===== src/rtl/io_input_responder.sv =====
// Responder for the CPU IN handshake: debounced button, switch sampling and decimal entry.
// Collected digits are returned on in_data/in_valid and echoed as BCD for the displays.
module io_input_responder #(
   parameter int unsigned DEBOUNCE_CYCLES = 16,
   parameter int unsigned DATA_W          = 32,
   parameter int unsigned MAX_DIGITS      = 3
) (
   input  logic              clk,
   input  logic              reset,
   input  logic              btn_raw,
   input  logic [3:0]        sw,
   input  logic              in_req,
   input  logic              in_ack,
   output logic [DATA_W-1:0] in_data,
   output logic              in_valid,
   output logic              busy,
   output logic [3:0]        echo_uni,
   output logic [3:0]        echo_dez,
   output logic [3:0]        echo_cen,
   output logic [1:0]        digit_count,
   output logic              press_pulse,
   output logic              err_pulse
);

   localparam int unsigned CntW = $clog2(DEBOUNCE_CYCLES + 1);
   localparam int unsigned AccW = 10;
   localparam logic [CntW-1:0] CntLast = CntW'(DEBOUNCE_CYCLES - 1);
   localparam logic [1:0] MaxCnt = 2'(MAX_DIGITS);

   typedef enum logic [1:0] {StIdle, StCollect, StValid} state_e;

   state_e          state_q, state_d;
   logic            btn_s1_q, btn_s2_q;
   logic [3:0]      sw_s1_q, sw_s2_q;
   logic [CntW-1:0] db_cnt_q, db_cnt_d;
   logic            db_level_q, db_level_d;
   logic            db_prev_q;
   logic            press_q, press_d;
   logic            err_q, err_d;
   logic            req_prev_q;
   logic [AccW-1:0] acc_q, acc_d;
   logic [1:0]      dc_q, dc_d;
   logic [1:0]      dc_inc;
   logic            req_rise;

   always_ff @(posedge clk or posedge reset) begin
      if (reset) begin
         state_q    <= StIdle;
         btn_s1_q   <= 1'b0;
         btn_s2_q   <= 1'b0;
         sw_s1_q    <= '0;
         sw_s2_q    <= '0;
         db_cnt_q   <= '0;
         db_level_q <= 1'b0;
         db_prev_q  <= 1'b0;
         press_q    <= 1'b0;
         err_q      <= 1'b0;
         req_prev_q <= 1'b0;
         acc_q      <= '0;
         dc_q       <= '0;
      end else begin
         state_q    <= state_d;
         btn_s1_q   <= btn_raw;
         btn_s2_q   <= btn_s1_q;
         sw_s1_q    <= sw;
         sw_s2_q    <= sw_s1_q;
         db_cnt_q   <= db_cnt_d;
         db_level_q <= db_level_d;
         db_prev_q  <= db_level_q;
         press_q    <= press_d;
         err_q      <= err_d;
         req_prev_q <= in_req;
         acc_q      <= acc_d;
         dc_q       <= dc_d;
      end
   end

   // Counter runs only while the synced input disagrees with the accepted level;
   // any agreeing sample (i.e. a bounce back) restarts the qualification window.
   always_comb begin
      db_cnt_d   = '0;
      db_level_d = db_level_q;
      if (btn_s2_q != db_level_q) begin
         if (db_cnt_q == CntLast) begin
            db_level_d = btn_s2_q;
         end else begin
            db_cnt_d = db_cnt_q + 1'b1;
         end
      end
      press_d = db_level_q & ~db_prev_q;
   end

   assign req_rise = in_req & ~req_prev_q;
   assign dc_inc   = dc_q + 2'd1;

   always_comb begin
      state_d = state_q;
      acc_d   = acc_q;
      dc_d    = dc_q;
      err_d   = 1'b0;
      case (state_q)
         StIdle: begin
            if (req_rise) begin
               state_d = StCollect;
               acc_d   = '0;
               dc_d    = '0;
            end
         end
         StCollect: begin
            if (!in_req) begin
               state_d = StIdle;
               acc_d   = '0;
               dc_d    = '0;
            end else if (press_q) begin
               if (sw_s2_q <= 4'd9) begin
                  acc_d = acc_q * AccW'(10) + AccW'(sw_s2_q);
                  dc_d  = dc_inc;
                  if (dc_inc == MaxCnt) begin
                     state_d = StValid;
                  end
               end else if (sw_s2_q == 4'hF) begin
                  state_d = StValid;
               end else begin
                  err_d = 1'b1;
               end
            end
         end
         StValid: begin
            if (in_ack || !in_req) begin
               state_d = StIdle;
               acc_d   = '0;
               dc_d    = '0;
            end
         end
         default: begin
            state_d = StIdle;
         end
      endcase
   end

   assign in_data     = DATA_W'(acc_q);
   assign in_valid    = (state_q == StValid);
   assign busy        = (state_q == StCollect);
   assign digit_count = dc_q;
   assign press_pulse = press_q;
   assign err_pulse   = err_q;

   // acc is capped at 999, so the hundreds digit always fits in 4 bits.
   assign echo_cen = 4'(acc_q / AccW'(100));
   assign echo_dez = 4'((acc_q / AccW'(10)) % AccW'(10));
   assign echo_uni = 4'(acc_q % AccW'(10));

endmodule

===== config.mk =====
export PLATFORM = sky130hd
export DESIGN_NAME = io_input_responder
export DESIGN_NICKNAME = d
export VERILOG_FILES = /design/src/rtl/io_input_responder.sv
export SDC_FILE = /design/constraint.sdc
export NUM_CORES = 1
export LEC_CHECK = 0
export ABC_AREA = 0
export BUFFER_PORTS_ARGS = -buffer_cell sky130_fd_sc_hd__buf_2
export CAP_MARGIN = 20
export CORE_ASPECT_RATIO = 0.6
export CORE_MARGIN = 8
export CORE_UTILIZATION = 45
export DETAILED_ROUTE_END_ITERATION = 10
export PLACE_DENSITY = 0.66
export SLEW_MARGIN = 20
export SYNTH_ARGS = -nofsm -noshare
export SYNTH_HDL_FRONTEND = slang
export SYNTH_SLANG_ARGS = --single-unit
export TNS_END_PERCENT = 10

===== constraint.sdc =====
create_clock -name clk -period 13.9 [get_ports clk]
set_input_delay 0.695 -clock clk [delete_from_list [all_inputs] [get_ports clk]]
set_output_delay 0.695 -clock clk [all_outputs]
set_load 0.02 [all_outputs]

After elaboration in Yosys (flattened, before gate mapping)
Cells that the tools add are included.
{"block": "op_classes", "add_sub_neg": 3, "multipliers": 1, "n_div": 4, "order_cmp": 1, "n_eq_ne": 12, "muxes": 26, "n_bitwise": 4, "reduce_logical": 7}
{"op": "$mux 10", "count": 5}
{"op": "$pmux 10 s3", "count": 1}
{"op": "$mux 2", "count": 11}
{"op": "$mod 10x4->10 const B", "count": 2}
{"op": "$pmux 2 s3", "count": 2}
{"op": "$add 10x4->10", "count": 1}
{"op": "$div 10x4->10 const B", "count": 1}
{"op": "$div 10x7->10 const B", "count": 1}
{"op": "$mul 10x3->9 const B", "count": 1}
{"op": "$mux 5", "count": 2}
{"op": "$reduce_and 5->1", "count": 2}
{"op": "$ne 3x2->1 const B", "count": 2}
{"op": "$add 5x1->5 const B", "count": 1}
{"op": "$eq 5x4->1 const B", "count": 1}
{"op": "$mux 1", "count": 5}
{"op": "$eq 2x2->1 const B", "count": 2}
{"op": "$eq 4x4->1 const B", "count": 1}
{"op": "$le 4x4->1 const B", "count": 1}
{"op": "$ne 4x2->1 const B", "count": 1}
{"op": "$ne 4x3->1 const B", "count": 1}
{"op": "$reduce_bool 3->1", "count": 1}
{"op": "$add 2x1->2 const B", "count": 1}
{"op": "$and 1x1->1", "count": 2}
{"op": "$eq 2x1->1 const B", "count": 1}
{"op": "8 further kinds", "count": 9}
{"block": "totals", "regBits": 34, "in_bits": 9}

Logic depth before layout (Yosys ltp)
{"block": "logic_depth", "depth_word": 7, "mapped_depth": 27, "depth_no_buf": 24}

Worst setup path before layout
Ideal clock, no wire load.
{"block": "synth_timing", "path_type": "reg2out", "from": "reg acc_q[7]", "to": "out echo_dez[3]", "arrival_time_ns": 5.115, "path_slack_ns": 8.090, "stages_incl_launch_ff": 27, "n_path_buf": 4, "cell_sequence": "dfrtp_1 buf_6 buf_4 clkbuf_1 nor2_1 o21ai_0 a2bb2oi_1 ha_1 and3_1 nor3b_1 a21bo_2 a21oi_1 or2_2 inv_1 ha_1 or4_1 a31oi_1 o22a_2 nand2_1 or3_1 buf_6 xnor2_1 inv_1 ha_1 inv_1 a21oi_1 a31oi_1"}
{"block": "synth_between", "elab_chain_len": 2}
{"item": "start, declared", "line": "41", "source": "logic [AccW-1:0] acc_q, acc_d;"}
{"item": "start signal, assigned", "line": "59", "source": "acc_q <= '0;"}
{"item": "start signal, assigned", "line": "73", "source": "acc_q <= acc_d;"}
{"item": "$div 10x4->10", "line": "150", "source": "assign echo_dez = 4'((acc_q / AccW'(10)) % AccW'(10));"}
{"item": "$mod 10x4->10", "line": "150"}
{"item": "end, declared", "line": "18", "source": "output logic [3:0] echo_dez,"}
No other way between the ends.

Worst setup path in the final report
{"block": "layout_timing", "from": "reg acc_q[8]", "to": "out echo_dez[3]"}
Same word-level chain as after synthesis.

==> flow_metrics.env <==
export IMPL_die_h_um=87.44
export IMPL_synth_top_cell_by_area="dfrtp_1"
export IMPL_crit_type="flop to output pin"
export IMPL_numCtsBuffers=5
export IMPL_clockBufferDepth=2
export IMPL_grt_max_degree=38
export IMPL_yosysWarnings=0
export IMPL_async_reset_ff_share_pct=100.0
export IMPL_leakagePower_nw=1.927
export IMPL_place_inst=597
export IMPL_max_cap_violations=0
export IMPL_grt_overflow=0
export IMPL_clk_latency_ps=280
export IMPL_rrSetupSlack_ps=10840
export IMPL_gp_congestion=0.9159
export IMPL_layout_cells_non_filler=605
export IMPL_ant_nets=0
export IMPL_drcViolationCount=0
export IMPL_post_cts_resized=0
export IMPL_synthDistinctLibCells=87
export IMPL_fin_crit_ps=6707
export IMPL_fp_coreArea_sq_mm=0.008393
export IMPL_reg2reg_from="acc_q[3]"
export IMPL_reg2reg_to="acc_q[9]"
export IMPL_cts_setup_buffers=0
export IMPL_initial_core_util_pct=45.60
export IMPL_vias_per_cell=5.774
export IMPL_vias=3493
export IMPL_io_pins=59
export IMPL_wl_per_cell_um=15.90
export IMPL_crit_path_top_delay_cell="dfrtp_1"
export IMPL_fin_nets=526
export IMPL_synthTopCellsByArea="dfrtp_1 (22%), ha_1 (7.5%), buf_4 (5.1%), o21ai_0 (4.7%), xnor2_1 (4.1%)"
export IMPL_cp_depth=22
export IMPL_hp_class="flop to flop"
export IMPL_drt_initial_drc_count=370
export IMPL_grt_pass1_wl_mm=15.86
export IMPL_critical_path_arrival_ps=6010
export IMPL_hold_viol_final=0
export IMPL_setup_viol=0
export IMPL_antenna_found_initial=0
export IMPL_outcome="completed"
export IMPL_synth_edf_count=0
export IMPL_final_max_slew_violation_count=0
export IMPL_cts_tree="done"
export IMPL_wl_mm=9.619
export IMPL_path_cells="or2_1 > a2bb2oi_1 > ha_1 > and3_1 > nor3b_1 > a21bo_2 > a21oi_1 > or2_2 > inv_1 > ha_1 > or4_1 > a31oi_1 > o22a_2 > nand2_1 > or3_1 > xnor2_1 > inv_1 > ha_1 > inv_1 > a21oi_1 > a31oi_1 > buf_2"
export IMPL_post_dp_hpwl_mm=7.302
export IMPL_critical_path_startpoint="acc_q[8]"
export IMPL_cp_num_buf_inv=4
export IMPL_grt_util_all_layers_pct=16.46
export IMPL_worstPathRequired_ps=13200
export IMPL_reg2reg_depth=10
export IMPL_critPathLaunchType="flop"
export IMPL_clock_root_buffer="clkbuf_16"
export IMPL_finalSetupTns_ps=0
export IMPL_cts_sinks=34
export IMPL_cts_max_level=2
export IMPL_dr_pass1_iters=5
export IMPL_final_area_sq_mm=0.004059
export IMPL_port_buffers=36
export IMPL_n_antenna_cell=0
export IMPL_ys_top_cells_by_count="nand2_1 (39), o21ai_0 (36), dfrtp_1 (34), a21oi_1 (27), buf_4 (26)"
export IMPL_dpl_worst_slack_ps=7607
export IMPL_synth_ff_type="dfrtp_1"
export IMPL_clkTransAtPathRegs_ps=50
export IMPL_die_area_sq_mm=0.01181
export IMPL_critPathCaptureType="output pin"
export IMPL_synth_most_common_cell="nand2_1"
export IMPL_synthesis_area_sq_mm=0.003827
export IMPL_synthToLayoutAreaGrowth_pct=6.048
export IMPL_endpoint="echo_dez[3]"
export IMPL_placed_area_sq_mm=0.003911
export IMPL_max_stage_delay_ps=1010
export IMPL_synth_seq_area_share_pct=22.23
export IMPL_rsz0062_at_grt="false"
export IMPL_p_per_area_mw_per_mm2=114.1
export IMPL_tightest_slew_ps=1017
export IMPL_cp_max_fo=30
export IMPL_grt_pass1_vias=3076
export IMPL_rows=26
export IMPL_fin_ws_ps=7193
export IMPL_finalCritPeriodShare_pct=48.25
export IMPL_drive_gt1_share_pct=15.21
export IMPL_ys_seq_elements=34
export IMPL_clock_fmax_mhz=149.1
export IMPL_skew_ps=7.518
export IMPL_cp_top_family="simple AND/OR/NAND/NOR gates"
export IMPL_die_w_um=135.1
export IMPL_synth_cells=471
export IMPL_ir_drop_mv=0.04998
export IMPL_yosysTopAreaCellShare_pct=22.23
export IMPL_avgSynthCellArea_sq_um=8.126
export IMPL_cts_hold_buf=0
export IMPL_slew_headroom_pct=32.18
-- how the worst min path moves through the flow --
stage	startpoint	end	cells after the start
finish	sw_s1_q[0]	sw_s2_q[0]	0
global route	sw_s1_q[0]	sw_s2_q[0]	0
CTS	sw_s1_q[0]	sw_s2_q[0]	0
detailed placement	sw_s1_q[0]	sw_s2_q[0]	0
global placement	sw_s1_q[2]	sw_s2_q[2]	0
floorplan	btn_s1_q	btn_s2_q	0
-- per-stage QoR --
step	hold WS (ps)	util [%]	power, mW
after CTS	348.7	48.36	0.4664
after global routing	350.9	48.36	0.4959
after detailed placement	336.3	46.60	0.3512
final	346.0	48.36	0.4632
after global placement	339.0	46.60	0.3468
after floorplan	331.2	-	0.3019
-- sequential cells by signal, summed over array words and instances, names as in the netlist, 2 cells and up --
| register | flops |
|---|---|
| acc_q | 10 |
| db_cnt_q | 5 |
| sw_s1_q | 4 |
| sw_s2_q | 4 |
| digit_count | 2 |
| state_q | 2 |
-- area by class of cell --
type	instances	area (sq um)
clock inverters	1	5.005
well taps	112	140.1
multi-input cells	381	2599
repair buffers	39	202.7
flip-flops and latches	34	850.8
fillers	791	4334
clock buffers	7	142.6
inverters	31	118.9
-- layer usage --
| metal | part of all wire (%) | global-route usage (%) | vias up |
|---|---|---|---|
| met4 | 0.62 | 3.307 | 0 |
| li1 | - | - | 1699 |
| met3 | 9.8 | 3.917 | 10 |
| met1 | 51 | 25.29 | 1639 |
| met2 | 38 | 22.08 | 145 |
| met5 | 0 | 0 | - |
-- logic make-up (layout without fill, tap and decap cells) --
group,after synthesis,in the layout,synth area share (%)
compound gates,149,149,27.00
simple gates,148,148,21.12
buf+inv,77,78,11.93
flops,34,34,22.23
fa+ha+maj,29,29,9.676
xor+xnor,27,27,6.179
mux,6,6,1.765
other cells,1,22,0.09798
-- report_power, final --
part	switching (mW)	internal, mW
clock	0.0408	0.0710
combinational	0.137	0.0834
sequential	0.0212	0.110
-- cell usage in the layout, fill, tap and decap left out, types with 4 or more instances in the layout --
cell	synthesis	routed
nand3b_1	5	5
xor2_1	9	9
conb_1	1	22
dfrtp_1	34	34
nor3_1	10	10
a22o_1	4	4
xnor2_1	18	18
inv_1	25	25
clkbuf_16	0	5
buf_2	6	36
or3_1	6	6
and3_1	8	8
or2_2	4	4
a21o_1	9	9
inv_2	4	4
o211ai_1	7	7
nand2_1	39	39
a22oi_1	4	4
nor2b_1	8	8
and2_1	7	7
nand3_1	9	9
nor2_1	23	23
a21oi_1	27	27
a31oi_1	6	6
o31ai_1	6	6
nand2b_1	6	6
ha_1	23	23
o21ai_0	36	36
o21ai_1	4	4
Note: power is estimated with default switching activity, not from simulation.
